--- config.mk ---
export PLATFORM = sky130hd
export DESIGN_NAME = drum_acc
export DESIGN_NICKNAME = d
export VERILOG_FILES = /design/src/rtl/drum_acc.sv
export SDC_FILE = /design/constraint.sdc
export NUM_CORES = 1
export LEC_CHECK = 0
export CAP_MARGIN = 10
export CELL_PAD_IN_SITES_DETAIL_PLACEMENT = 0
export CELL_PAD_IN_SITES_GLOBAL_PLACEMENT = 1
export CORE_MARGIN = 3
export CORE_UTILIZATION = 39
export CTS_CLUSTER_SIZE = 10
export DETAILED_ROUTE_END_ITERATION = 16
export PLACE_DENSITY_LB_ADDON = 0.1
export SLEW_MARGIN = 20
export SYNTH_ARGS = -nofsm -noshare
export SYNTH_HDL_FRONTEND = slang
export SYNTH_SLANG_ARGS = --single-unit
--- constraint.sdc ---
create_clock -name clk -period 3.9 [get_ports clk]
set_input_delay 0.975 -clock clk [delete_from_list [all_inputs] [get_ports clk]]
set_output_delay 0.975 -clock clk [all_outputs]
set_load 0.01 [all_outputs]
--- src/rtl/drum_acc.sv ---
// Frame accumulator for DRUM multiplier products: sums `len` beats and returns one frame total.
// Optional build macro DRUM_ACC_SAT_EN: saturate on carry-out instead of wrapping.
module drum_acc #(
  parameter int ACC_W = 40,
  parameter int LEN_W = 8
) (
  input  logic             clk,
  input  logic             rst_n,
  input  logic             start,
  input  logic [LEN_W-1:0] len,
  input  logic             in_valid,
  output logic             in_ready,
  input  logic [31:0]      in_prod,
  output logic             out_valid,
  input  logic             out_ready,
  output logic [ACC_W-1:0] out_sum,
  output logic             overflow,
  output logic             busy
);

  typedef enum logic [1:0] {
    IDLE  = 2'd0,
    ACCUM = 2'd1,
    DONE  = 2'd2
  } state_t;

  state_t           state_q, state_d;
  logic [ACC_W-1:0] acc_q, acc_d;
  logic [LEN_W-1:0] count_q, count_d;
  logic [LEN_W-1:0] len_q, len_d;
  logic             ovf_q, ovf_d;
  logic             in_ready_q, in_ready_d;
  logic             out_valid_q, out_valid_d;
  logic             busy_q, busy_d;
  logic [ACC_W:0]   sum_s;
  logic [LEN_W-1:0] count_inc_s;

  always_comb begin
    state_d     = state_q;
    acc_d       = acc_q;
    count_d     = count_q;
    len_d       = len_q;
    ovf_d       = ovf_q;
    sum_s       = {1'b0, acc_q} + (ACC_W+1)'(in_prod);
    count_inc_s = count_q + LEN_W'(1);

    case (state_q)
      IDLE: begin
        if (start) begin
          acc_d   = '0;
          count_d = '0;
          ovf_d   = 1'b0;
          if (len != '0) begin
            len_d   = len;
            state_d = ACCUM;
          end else begin
            state_d = DONE;
          end
        end else begin
          state_d = IDLE;
        end
      end
      ACCUM: begin
        if (in_valid) begin
          count_d = count_inc_s;
          // sum_s carries one extra bit so carry-out is visible for overflow/saturation
          if (sum_s[ACC_W]) begin
            ovf_d = 1'b1;
`ifdef DRUM_ACC_SAT_EN
            acc_d = '1;
`else
            acc_d = sum_s[ACC_W-1:0];
`endif
          end else begin
            acc_d = sum_s[ACC_W-1:0];
          end
          if (count_inc_s == len_q) begin
            state_d = DONE;
          end else begin
            state_d = ACCUM;
          end
        end else begin
          state_d = ACCUM;
        end
      end
      DONE: begin
        if (out_ready) begin
          state_d = IDLE;
        end else begin
          state_d = DONE;
        end
      end
      default: begin
        state_d = IDLE;
      end
    endcase

    in_ready_d  = (state_d == ACCUM);
    out_valid_d = (state_d == DONE);
    busy_d      = (state_d != IDLE);
  end

  always_ff @(posedge clk) begin
    if (!rst_n) begin
      state_q     <= IDLE;
      acc_q       <= '0;
      count_q     <= '0;
      len_q       <= '0;
      ovf_q       <= 1'b0;
      in_ready_q  <= 1'b0;
      out_valid_q <= 1'b0;
      busy_q      <= 1'b0;
    end else begin
      state_q     <= state_d;
      acc_q       <= acc_d;
      count_q     <= count_d;
      len_q       <= len_d;
      ovf_q       <= ovf_d;
      in_ready_q  <= in_ready_d;
      out_valid_q <= out_valid_d;
      busy_q      <= busy_d;
    end
  end

  assign in_ready  = in_ready_q;
  assign out_valid = out_valid_q;
  assign out_sum   = acc_q;
  assign overflow  = ovf_q;
  assign busy      = busy_q;

endmodule

# Yosys cells after proc, flatten, opt, wreduce, memory -nomap -nowiden
# Index checks and enable logic that the tools add are counted.
dict set report totals {
  ff_bits 62
  latch_bits 0
  mem_bits_rw 0
  mem_bits_ro 0
  in_bits 45
  output_inout_bits 44
  n_memories 0
}
dict set report op_classes {
  add_sub_neg 2
  multipliers 0
  div 0
  n_lt_le_gt_ge 0
  eq_ne 8
  n_shift 0
  n_mux 16
  bitwise 0
  reduce_logical 7
}
# op n
set ops {}
lappend ops {{$mux W40} 2}
lappend ops {{$pmux W40 S2} 1}
lappend ops {{$add A40 B32 Y41} 1}
lappend ops {{$mux W8} 2}
lappend ops {{$pmux W8 S2} 1}
lappend ops {{$mux W2} 5}
lappend ops {{$add A8 B1 Y8 const B} 1}
lappend ops {{$eq A8 B8 Y1} 1}
lappend ops {{$reduce_bool A8 Y1} 1}
lappend ops {{$ne A2 B2 Y1 const B} 3}
lappend ops {{$pmux W2 S3} 1}
lappend ops {{$reduce_and A3 Y1} 2}
lappend ops {{$eq A2 B1 Y1 const B} 2}
lappend ops {{$eq A2 B2 Y1 const B} 2}
lappend ops {{$reduce_and A4 Y1} 1}
lappend ops {{$reduce_bool A2 Y1} 2}
lappend ops {{$mux W1} 3}
lappend ops {{$logic_not A2 Y1} 1}
lappend ops {{$pmux W1 S2} 1}

# Longest topological paths before layout
dict set report logic_depth {
  depth_word 6
  depth_mapped 10
  mapped_depth_nobuf 10
}

# Worst setup path before layout
# No wires, ideal clock.
dict set report synth_path {
  path_kind {input-to-reg}
  startpoint {input port in_prod[0]}
  endpoint {register acc_q[34], in the netlist out_sum[34]}
  t_arrival_ns 3.132
  required_time_ns 3.828
  slack_ns 0.696
  cell_stages 10
  path_buffers 0
  cell_sequence {ha_1 > fa_1 > a211oi_1 > nor3_2 > o2111ai_2 > a21o_1 > a2111oi_4 > o31a_4 > o2111ai_2 > mux2i_1}
}
dict set report synth_between {
  elab_chain_len 3
}
# item line
set synth_rtl {}
lappend synth_rtl {{from (decl)} 13} ;# input logic [31:0] in_prod,
lappend synth_rtl {{$add A40 B32 Y41} 44} ;# sum_s = {1'b0, acc_q} + (ACC_W+1)'(in_prod);
lappend synth_rtl {{$mux W40} 64} ;# if (in_valid) begin
lappend synth_rtl {{$pmux W40 S2} 47} ;# case (state_q)
lappend synth_rtl {{to (signal assigned)} 106} ;# acc_q <= '0;
lappend synth_rtl {{to (signal assigned)} 115} ;# acc_q <= acc_d;
lappend synth_rtl {{to (decl)} 28} ;# logic [ACC_W-1:0] acc_q, acc_d;
# No other way between the ends. The select of a mux whose other input is x is not followed.
# A chain may end at the register's enable or synchronous reset.

# Worst setup path after layout
# Same ends and word-level chain as after synthesis.

==> results.ini <==
[outcome]
status = finished, final reports clean

[timing]
hold_violations = 0
fin_crit_sh_pct = 89.98
max_clock_freq_mhz = 285.0
tns_ns = 0
period_minus_slack_ns = 3.509
grt_setup_unrepaired = false
worst_pin_slew_ns = 0.8709
finalSetupViolCount = 0
fin_worst_skew_ns = 0.007659
holdWs_ns = 0.4665
slew-limit-headroom_pct = 41.72
maxSlewViolCount = 0

[floorplanning]
initial_utilization_pct = 40.64
fp.coreArea_mm2 = 0.01103
die_w_um = 113.2
die_h_um = 113.2
die-area_mm2 = 0.01282
pin_count = 89
fp-row-count = 38

[layout]
drive_gt1_share_pct = 6.542
area_growth_pct = 29.84
post-route-util_pct = 52.77
antenna-diode-count = 0
layout.nets = 716
multi_input_area_mm2 = 0.003095
fill_cells = 1056
design_area_mm2 = 0.005821
final-seq-area_mm2 = 0.001241

[clock_tree]
worstSkewPairLatency_ns = 0.35
htreeDepth = 3
clk_path_buf_depth = 2
postCtsHoldBufs = 0
cts_sinks = 62
cts_root_buffer = clkbuf_16
cts_tree = done
path_clk_slew_ns = 0.06
post-cts-setup-buffer-count = 0
cts_buffers = 9
cts_resized = 0

[pwr]
ir_drop_mv = 0.2672
p_leak_nw = 2.291
powerDensity_mw_per_mm2 = 346.6

[run]
cap_violations = 0

[route]
post_drt_wl_per_cell_um = 15.93
num_vias = 4347
ant_nets = 0
wl_met2_mm = 5.727
vias_per_cell = 5.559
wl_met3_um = 578
wl_met1_mm = 5.941
drt-initial-drc-count = 194
topRoutingLayerUsed = met4
firstDrtPassIters = 7
drc = 0
routed_wl_mm = 12.46

[synth]
synth_cell_types = 68
synth_ff_type = dfxtp_1
synth_fp_nets = 633
synthArstFlopShare_pct = 0
yosys-top-cells-count = nand2_1 (78), dfxtp_1 (62), a21oi_1 (42)
syn_avg_cell_area_um2 = 8.092
yosys_warnings = 0
yosysSeqAreaShare_pct = 27.69
synthCells = 554
synth-seq-cells = 62
syn_area_mm2 = 0.004483
yosysTopAreaCell = dfxtp_1
synth-edff-count = 0
synth_top_area_share_pct = 27.69
synth_area_leaders = dfxtp_1 (28%), ha_1 (9.2%), nand2_1 (6.5%)
synth_most_common_cell = nand2_1

[placed_design]
dpl_cell_area_mm2 = 0.005498
place.gp.congestion = 0.8549
portBuffers = 88
dp_hpwl_mm = 9.461

[grt]
grt_use_total_pct = 20.22
grt_pass1_vias = 4339
antenna_found_initial = 0
gr-total-overflow = 0
grt_pass1_wl_mm = 21.14
grt_max_degree = 37

[critical_path]
worst_setup_path_end_kind = flip-flop
path_cells = clkdlybuf4s50_1 -> ha_1 -> fa_1 -> a211oi_1 -> nor3_2 -> o2111ai_2 -> a21o_1 -> a2111oi_4 -> o31a_4 -> o2111ai_2 -> mux2i_1
criticalPathCategory = in2reg
worstSetupStartpointType = input pin
timing.rr.start = out_sum[0]$_SDFFE_PN0P_
startpoint = in_prod[0]
worst_ep_arrival_time_ns = 3.78
cpPeakStageDelay_ns = 0.40
crit_required_ns = 4.17
cpMaxStageDelayCell = clkdlybuf4s50_1
critPathTopFamily = compound AO/OA/AOI/OAI gates
crit_buf_inv = 1
cp_common_cell = o2111ai_2
cp_max_fo = 4

[worst_hold_path]
holdCritStartpoint = out_sum[25]$_SDFFE_PN0P_
hold_class = reg2reg

==> through the flow <==
step | setup slack, ns | power [mW] | std cells
floorplan | 0.6962 | 0.9751 | 554
global placement | 0.1322 | 1.138 | 766
detailed placement | 0.03823 | 1.139 | 766
CTS | 0.4125 | 2.040 | 782
global route | 0.2751 | 2.115 | 782
finish | 0.3909 | 2.018 | 782
==> final cells by class <==
type | instances | area share [%]
clock inverters | 7 | 1.677
clock buffers | 9 | 3.869
well taps | 140 | 3.009
repair buffers | 97 | 16.29
flip-flops and latches | 62 | 21.32
inverters | 10 | 0.6449
multi-input cells | 457 | 53.18
==> per-layer routing <==
layer / up-vias / track usage [%]
met5: - / 0
met4: 0 / 5.769
met3: 16 / 5.722
met2: 110 / 32.98
met1: 2012 / 26.12
li1: 2209 / -
==> state kept, by name, summed over array words and instances, names as in the netlist <==
name	count
state_q	2
in_ready	1
out_sum	40
overflow	1
out_valid	1
busy	1
count_q	8
len_q	8
==> worst paths after layout <==
kind                               to  slack, ns  depth (start not counted)
max          out_sum[34]$_SDFFE_PN0P_       0.39                         11
max reg2reg  out_sum[34]$_SDFFE_PN0P_       1.12                         10
min          out_sum[25]$_SDFFE_PN0P_       0.47                          2
min reg2reg  out_sum[25]$_SDFFE_PN0P_       0.47                          2
==> layout by cell type (no fill, tap or decap), types with 4 or more instances in the layout <==
| master | netlist | layout |
|---|---|---|
| a31oi_1 | 4 | 4 |
| a211oi_1 | 11 | 11 |
| o21ai_1 | 21 | 21 |
| a21oi_1 | 42 | 42 |
| o21ai_0 | 18 | 18 |
| o211ai_1 | 5 | 5 |
| or3_1 | 6 | 6 |
| and3_1 | 8 | 8 |
| nand2b_1 | 8 | 8 |
| dfxtp_1 | 62 | 62 |
| a21o_1 | 16 | 16 |
| nor2b_1 | 20 | 20 |
| xor2_1 | 11 | 11 |
| nand4_1 | 8 | 8 |
| a22oi_1 | 12 | 12 |
| ha_1 | 33 | 33 |
| inv_1 | 10 | 10 |
| a21boi_0 | 7 | 7 |
| and2_1 | 9 | 9 |
| a2111o_1 | 4 | 4 |
| nand3_1 | 20 | 20 |
| buf_4 | 1 | 9 |
| a21boi_1 | 9 | 9 |
| xnor2_1 | 23 | 23 |
| clkbuf_16 | 0 | 9 |
| clkdlybuf4s50_1 | 0 | 88 |
| nor3_1 | 6 | 6 |
| nand2_1 | 78 | 78 |
| nor2_1 | 21 | 21 |
| mux2i_1 | 5 | 5 |
==> report_power, final <==
part,total (mW),internal [mW],switching (mW)
Sequential,0.684,0.660,0.0243
Combinational,0.443,0.203,0.240
Clock,0.890,0.561,0.329
==> cell families after synthesis <==
family | Yosys count | synth area share (%)
xor+xnor | 34 | 6.642
fa+ha+maj | 34 | 9.657
simple gates | 201 | 22.52
mux | 5 | 1.116
buf+inv | 35 | 3.265
flops | 62 | 27.69
compound gates | 183 | 29.11
==> tightest hold or removal path, stage by stage (launching register included) <==
cell	delay, ns
dfxtp_1	0.32
nand2_1	0.05
o21ai_1	0.05
(Power assumes the default switching activity.)
